`src/rtl/ysyx_220053_pkg.sv`:
```
// Shared definitions for the ysyx_220053 instruction fetch path: reset PC,
// fetch FSM state encoding and small address helpers.
package ysyx_220053_pkg;

    localparam int unsigned XLEN_DEF = 64;
    localparam logic [63:0] RESET_PC = 64'h0000_0000_8000_0000;

    typedef enum logic [1:0] {
        REQ  = 2'd0,
        RESP = 2'd1,
        OUT  = 2'd2,
        NPC  = 2'd3
    } ifu_state_t;

    // Instructions are 4-byte aligned; any low-bit set in a target is a fault.
    function automatic logic is_misaligned(input logic [1:0] low_bits);
        return (low_bits != 2'b00);
    endfunction

endpackage

```
`src/rtl/ysyx_220053_ifu_wsel.sv`:
```
// Selects the 32-bit instruction out of a 64-bit memory word using pc[2].
module ysyx_220053_ifu_wsel (
    input  logic [63:0] data_i,
    input  logic        sel_i,
    output logic [31:0] word_o
);

    assign word_o = sel_i ? data_i[63:32] : data_i[31:0];

endmodule

```
`src/rtl/ysyx_220053_ifu.sv`:
```
// Instruction fetch unit for a multi-cycle core: one fetch per PC, then wait
// for the execute unit's next PC. Any dnpc outside NPC acts as a flush.
module ysyx_220053_ifu
    import ysyx_220053_pkg::*;
#(
    parameter int unsigned     XLEN     = 64,
    parameter logic [XLEN-1:0] RESET_PC = ysyx_220053_pkg::RESET_PC
) (
    input  logic            clk,
    input  logic            rst_n,
    input  logic            dnpc_valid,
    input  logic [XLEN-1:0] dnpc,
    output logic            imem_req_valid,
    input  logic            imem_req_ready,
    output logic [XLEN-1:0] imem_addr,
    input  logic            imem_rsp_valid,
    input  logic [XLEN-1:0] imem_rsp_data,
    output logic            inst_valid,
    input  logic            inst_ready,
    output logic [31:0]     inst,
    output logic [XLEN-1:0] inst_pc,
    output logic            misalign
);

    ifu_state_t      state_q, state_d;
    logic [XLEN-1:0] pc_q, pc_d;
    logic            drop_q, drop_d;
    logic            misalign_q, misalign_d;
    logic [31:0]     inst_q, inst_d;
    logic [XLEN-1:0] inst_pc_q, inst_pc_d;
    logic            req_valid_q, req_valid_d;
    logic            inst_valid_q, inst_valid_d;
    logic            req_fire_s;
    logic            capture_s;
    logic [31:0]     word_s;

    ysyx_220053_ifu_wsel u_wsel (
        .data_i (imem_rsp_data),
        .sel_i  (pc_q[2]),
        .word_o (word_s)
    );

    assign req_fire_s = req_valid_q & imem_req_ready;

    // Next-state logic; drop marks a response already in flight that belongs to a flushed PC.
    always_comb begin
        state_d    = state_q;
        drop_d     = drop_q;
        capture_s  = 1'b0;
        pc_d       = dnpc_valid ? {dnpc[XLEN-1:2], 2'b00} : pc_q;
        misalign_d = misalign_q | (dnpc_valid & is_misaligned(dnpc[1:0]));
        case (state_q)
            REQ: begin
                if (req_fire_s) begin
                    state_d = RESP;
                    drop_d  = dnpc_valid;
                end else begin
                    state_d = REQ;
                end
            end
            RESP: begin
                if (imem_rsp_valid) begin
                    drop_d = 1'b0;
                    if (drop_q | dnpc_valid) begin
                        state_d = REQ;
                    end else begin
                        state_d   = OUT;
                        capture_s = 1'b1;
                    end
                end else if (dnpc_valid) begin
                    drop_d = 1'b1;
                end else begin
                    drop_d = drop_q;
                end
            end
            OUT: begin
                if (dnpc_valid) begin
                    state_d = REQ;
                end else if (inst_ready) begin
                    state_d = NPC;
                end else begin
                    state_d = OUT;
                end
            end
            NPC: begin
                if (dnpc_valid) begin
                    state_d = REQ;
                end else begin
                    state_d = NPC;
                end
            end
            default: begin
                state_d = REQ;
                drop_d  = 1'b0;
            end
        endcase
    end

    // Output and capture next-values, derived from the next state so outputs stay registered.
    always_comb begin
        req_valid_d  = (state_d == REQ);
        inst_valid_d = (state_d == OUT);
        if (capture_s) begin
            inst_d    = word_s;
            inst_pc_d = pc_q;
        end else begin
            inst_d    = inst_q;
            inst_pc_d = inst_pc_q;
        end
    end

    // State and output registers.
    always_ff @(posedge clk or negedge rst_n) begin
        if (!rst_n) begin
            state_q      <= REQ;
            pc_q         <= RESET_PC;
            drop_q       <= 1'b0;
            misalign_q   <= 1'b0;
            inst_q       <= 32'h0000_0000;
            inst_pc_q    <= RESET_PC;
            req_valid_q  <= 1'b0;
            inst_valid_q <= 1'b0;
        end else begin
            state_q      <= state_d;
            pc_q         <= pc_d;
            drop_q       <= drop_d;
            misalign_q   <= misalign_d;
            inst_q       <= inst_d;
            inst_pc_q    <= inst_pc_d;
            req_valid_q  <= req_valid_d;
            inst_valid_q <= inst_valid_d;
        end
    end

    assign imem_req_valid = req_valid_q;
    assign imem_addr      = {pc_q[XLEN-1:3], 3'b000};
    assign inst_valid     = inst_valid_q;
    assign inst           = inst_q;
    assign inst_pc        = inst_pc_q;
    assign misalign       = misalign_q;

endmodule

```
`config.mk`:
```
export PLATFORM = sky130hd
export DESIGN_NAME = ysyx_220053_ifu
export DESIGN_NICKNAME = d
export VERILOG_FILES = /design/src/rtl/ysyx_220053_pkg.sv /design/src/rtl/ysyx_220053_ifu_wsel.sv /design/src/rtl/ysyx_220053_ifu.sv
export SDC_FILE = /design/constraint.sdc
export NUM_CORES = 1
export LEC_CHECK = 0
export BUFFER_PORTS_ARGS = -buffer_cell sky130_fd_sc_hd__buf_2
export CORE_MARGIN = 10
export CORE_UTILIZATION = 53
export CTS_BUF_LIST = sky130_fd_sc_hd__clkbuf_4
export DETAILED_ROUTE_END_ITERATION = 10
export PLACE_DENSITY = 0.88
export SYNTH_ARGS = -nofsm -noshare
export SYNTH_HDL_FRONTEND = slang
export SYNTH_SLANG_ARGS = --single-unit
export TNS_END_PERCENT = 1
```
`constraint.sdc`:
```
create_clock -name clk -period 3.4 [get_ports clk]
set_input_delay 0.34 -clock clk [delete_from_list [all_inputs] [get_ports clk]]
set_output_delay 0.34 -clock clk [all_outputs]
set_load 0.02 [all_outputs]
```
; ---- After elaboration in Yosys (flattened, before gate mapping)
; Index checks and enable logic that the tools add are counted.
[word_totals]
ff_bits = 162
input_bits = 134
output_inout_bits = 163
elab_cells = 38
[classes]
n_mux = 15
eq_ne = 6
n_reduce_logical = 5
bitwise = 4
[ops]
columns = cell, count
row1 = 32-bit 2-to-1 mux, 1
row2 = 1-bit 2-to-1 mux, 8
row3 = 2-bit 2-to-1 mux, 4
row4 = 2-bit case mux with 4 select lines, 1
row5 = 2-bit == test (second input constant), 3
row6 = 2-bit logical NOT, 2
row7 = 2-bit nonzero test, 2
row8 = 3-bit inequality test (second input constant), 1
row9 = 3-bit AND reduction, 1
row10 = 1-bit bitwise AND, 2
row11 = 2-bit by 1-bit == test with 1-bit output (second input constant), 1
row12 = 2-bit inequality test (second input constant), 1
row13 = 1-bit OR, 2
row14 = 1-bit case mux with 2 select lines, 1

; ---- Logic depth before layout (Yosys ltp)
[depth]
depth_word = 5
ltp_mapped = 6
depth_no_buf = 3

; ---- Cells and area by module
; From an unflattened synthesis, not the netlist that was laid out.
[hier_totals]
hier_cells = 456
hier_area_um2 = 7369.6
[modules_own_cells]
columns = mod, cells_per_inst, instances, area_per_inst_um2, seq_area_each_um2
row1 = ysyx_220053_ifu, 420, 1, 6825.3, 4056.4
row2 = ysyx_220053_ifu_wsel, 36, 1, 544.3, 0.0

; ---- Worst setup path before layout
; Ideal clock, no wire load.
[synth_path]
path_kind = flip-flop to flip-flop
startpoint = register state_q[1]
endpoint = register inst_pc_q[10], in the netlist inst_pc[10]
t_arrival_ns = 1.275
t_required_ns = 3.275
stages_incl_launch_ff = 6
setup_time_ns = 0.125
setup_slack_ns = 2.000
period_less_slack_ns = 1.400
n_path_buf = 2
cell_sequence = dfrtp_1 > and3b_1 > buf_6 > nand2_8 > buf_6 > mux2_4
[synth_via]
elab_chain_len = 2
[synth_rtl]
columns = element, line
row1 = from (decl), ysyx_220053_ifu.sv:25  ; ifu_state_t state_q, state_d;
row2 = from (signal assigned), ysyx_220053_ifu.sv:124  ; state_q <= state_d;
row3 = 2-bit by 1-bit == test with 1-bit output, ysyx_220053_ifu.sv:52  ; case (state_q)
row4 = 1-bit 2-to-1 mux, ysyx_220053_ifu.sv:52
row5 = to (signal assigned), ysyx_220053_ifu.sv:129  ; inst_pc_q <= inst_pc_d;
row6 = to (decl), ysyx_220053_ifu.sv:30  ; logic [XLEN-1:0] inst_pc_q, inst_pc_d;
; No other way between the ends.
; A chain may end at the register's enable or synchronous reset.

; ---- Worst setup path in the final report
[layout_path]
startpoint = register state_q[1]
endpoint = register inst_pc_q[30], in the netlist inst_pc[30]
; The elaborated chain is that of the path after synthesis.

==> metrics.yaml <==
status: "complete, no violations"
startpoint_type: "flip-flop"
synth_cell_types: 25
p_leak_nw: 4.66
ir_drop_v: 0.000449
boundaryPins: 297
rsz0062_at_grt: "false"
final_cell_area_um2: 9150
netSwitchingPower_mw: 2.91
seqCellArea_um2: 4060
fillers: 782
hp-class: "input port to flip-flop"
power_frac_comb_pct: 42.1
synth_seq_area_share_pct: 59.8
ys_ff_latch: 162
p_int_mw: 4.46
worst_pin_slew_ns: 0.943
placed_cells: 878
drive_gt1_share_pct: 57.3
drc: 0
via_per_inst: 5.31
clock_sinks: 162
wl_per_cell_um: 21.7
fin_cells: 970
die-area_um2: 17700
worstPathArrival_ns: 2.26
hold_viol: 0
cts_made_buffers: 17
timing.slew.headroom_pct: 37.1
grt_pass1_vias: 5703
seqPwrFrac_pct: 41.5
htree_levels: 4
place_ws_ns: 1.59
die_x_um: 133
clock_skew_ns: 0.0313
synth_cells: 444
drt_first_pass_iters: 5
finalSetupTns_ns: 0
post_cts_resized: 0
antenna_found_initial: 1
grt_max_degree: 101
fin_ws_ns: 1.57
grt_pass1_wl_mm: 32.9
finalNetCount: 918
insertion_delay_ns: 0.55
initial_core_util_pct: 53.9
globalplace.congestion: 0.773
placed_cell_area_um2: 8260
row_count: 41
path_clk_slew_ns: 0.13
power_frac_clock_pct: 16.3
fmax_mhz: 546
vias: 5146
portBuffers: 291
ys_warn_count: 0
switching_share_pct: 39.5
hpwl_mm: 14.3
fin_util_pct: 72.8
areaGrowthSynthToFinish_pct: 35.0
cp.required_ns: 3.83
finalMaxSlewViolations: 0
period_minus_slack_ns: 1.83
grt_usage_pct: 23.6
cap_violations: 0
core_um2: 12600
grt_overflow: 0
routed_wl_mm: 21.0
cts-root-buf: "clkbuf_4"
critPathMaxFanout: 63
cts_tree: "done"
syn_avg_cell_area_um2: 15.3
syn_area_um2: 6780
multi_input_area_um2: 2470
die_y_um: 133
power.density_nw_per_um2: 805
setup_viol: 0
drtIter0Drc: 295
ant_nets: 0
clk_path_buf_depth: 2
end_kind: "flip-flop"
critPathKind: "flip-flop to flip-flop"
fin_crit_sh_pct: 53.8
==> stage by stage <==
stage / total power, mW / hold WS, ns
after detailed placement: 6.09 / 0.177
final: 7.37 / 0.0578
after global placement: 5.95 / 0.173
after floorplan: 5.00 / 0.0444
after global routing: 7.74 / 0.00926
after CTS: 7.33 / 0.00220
==> cell usage in the layout (no fill, tap or decap), types with 3 or more instances in the layout <==
cell           instances
mux2i_1               33
a21oi_1               35
clkbuf_4              21
clkinv_2               4
buf_4                  4
a31oi_1               32
dlygate4sd3_1         59
bufinv_16              3
dfrtp_1              159
mux2_4                59
mux2_2                65
conb_1                 5
buf_2                290
==> critical path: stages, from the launching register on <==
cell,delay (ns)
dfrtp_1,0.48
and3b_2,0.33
nand2_8,0.37
mux2_4,0.46
==> synth_stat cells, drive strengths merged <==
cell type	n	area [um^2]
dfrtp	160	4000
mux2	124	1620
buf	38	259
a21oi	35	175
mux2i	33	330
a31oi	32	200
dfstp	2	52.6
inv	2	7.51
nand2	2	23.8
nand2b	2	12.5
nor2	2	15.0
nor3b	2	15.0
o21ai	2	10.0
o22ai	2	12.5
a211oi	1	7.51
a221oi	1	8.76
and2	1	6.26
and3b	1	8.76
conb	1	3.75
nand3b	1	7.51
==> layer usage <==
layer / routed length (um) / share of wire (%) / track usage, % / vias up
met3: 2090 / 9.9 / 8.74 / 31
met1: 7480 / 36 / 25.6 / 2555
li1: - / - / - / 2278
met2: 11100 / 53 / 41.4 / 282
met5: 0 / 0 / 0 / -
met4: 422 / 2.0 / 7.82 / 0
==> flip-flops by register name, indices dropped and copies added, names as in the netlist <==
name / count
drop_q: 1
imem_req_valid: 1
inst: 32
inst_pc: 62
inst_valid: 1
misalign: 1
pc_q: 62
state_q: 2
==> area by class of cell <==
class	instances	share of cell area (%)
diodes	1	0.0273
flip-flops and latches	162	44.3
repair buffers	355	23.0
multi-input cells	246	27.0
well taps	172	2.35
clock inverters	11	1.50
inverters	2	0.0820
clock buffers	21	1.72
==> path summary, 6_finish.rpt <==
path / start / endpoint / slack [ns] / cells after the start
min reg2reg: misalign$_DFF_PN0_ / misalign$_DFF_PN0_ / 0.50 / 1
min: dnpc[0] / misalign$_DFF_PN0_ / 0.06 / 3
min in group asynchronous: rst_n / inst_pc[4]$_DFFE_PN0P_ / 0.19 / 2
max: state_q[1]$_DFF_PN0_ / inst_pc[30]$_DFFE_PN0P_ / 1.57 / 3
max in group asynchronous: rst_n / inst[14]$_DFFE_PN0P_ / 2.38 / 3
max reg2reg: state_q[1]$_DFF_PN0_ / inst_pc[30]$_DFFE_PN0P_ / 1.57 / 3
==> power groups by stage <==
stage          clock (mW)  sequential [mW]  combinational [mW]
2_1_floorplan           0             3.78                1.22
3_3_place_gp            0             3.00                2.94
3_5_place_dp            0             3.05                3.04
4_1_cts              1.21             3.02                3.10
5_1_grt              1.31             3.13                3.30
6_report             1.20             3.06                3.11
==> kinds of logic (layout without fill, tap and decap cells) <==
logic type | Yosys count | count (layout) | synth area share (%)
AO/OA/AOI/OAI | 73 | 73 | 6.11
buffers and inverters | 40 | 389 | 3.93
flip-flops | 162 | 162 | 59.8
multiplexers | 157 | 157 | 28.7
other | 1 | 6 | 0.0553
AND/OR/NAND/NOR | 11 | 11 | 1.31
==> timing repair <==
action / CTS / global route
endpoints found under the setup margin: 0 / 0
hold endpoints to repair: 181 / 0
buffers inserted: 0 / 0
hold buffers: 59 / 0
No activity file was read; power rests on OpenSTA's default activity.
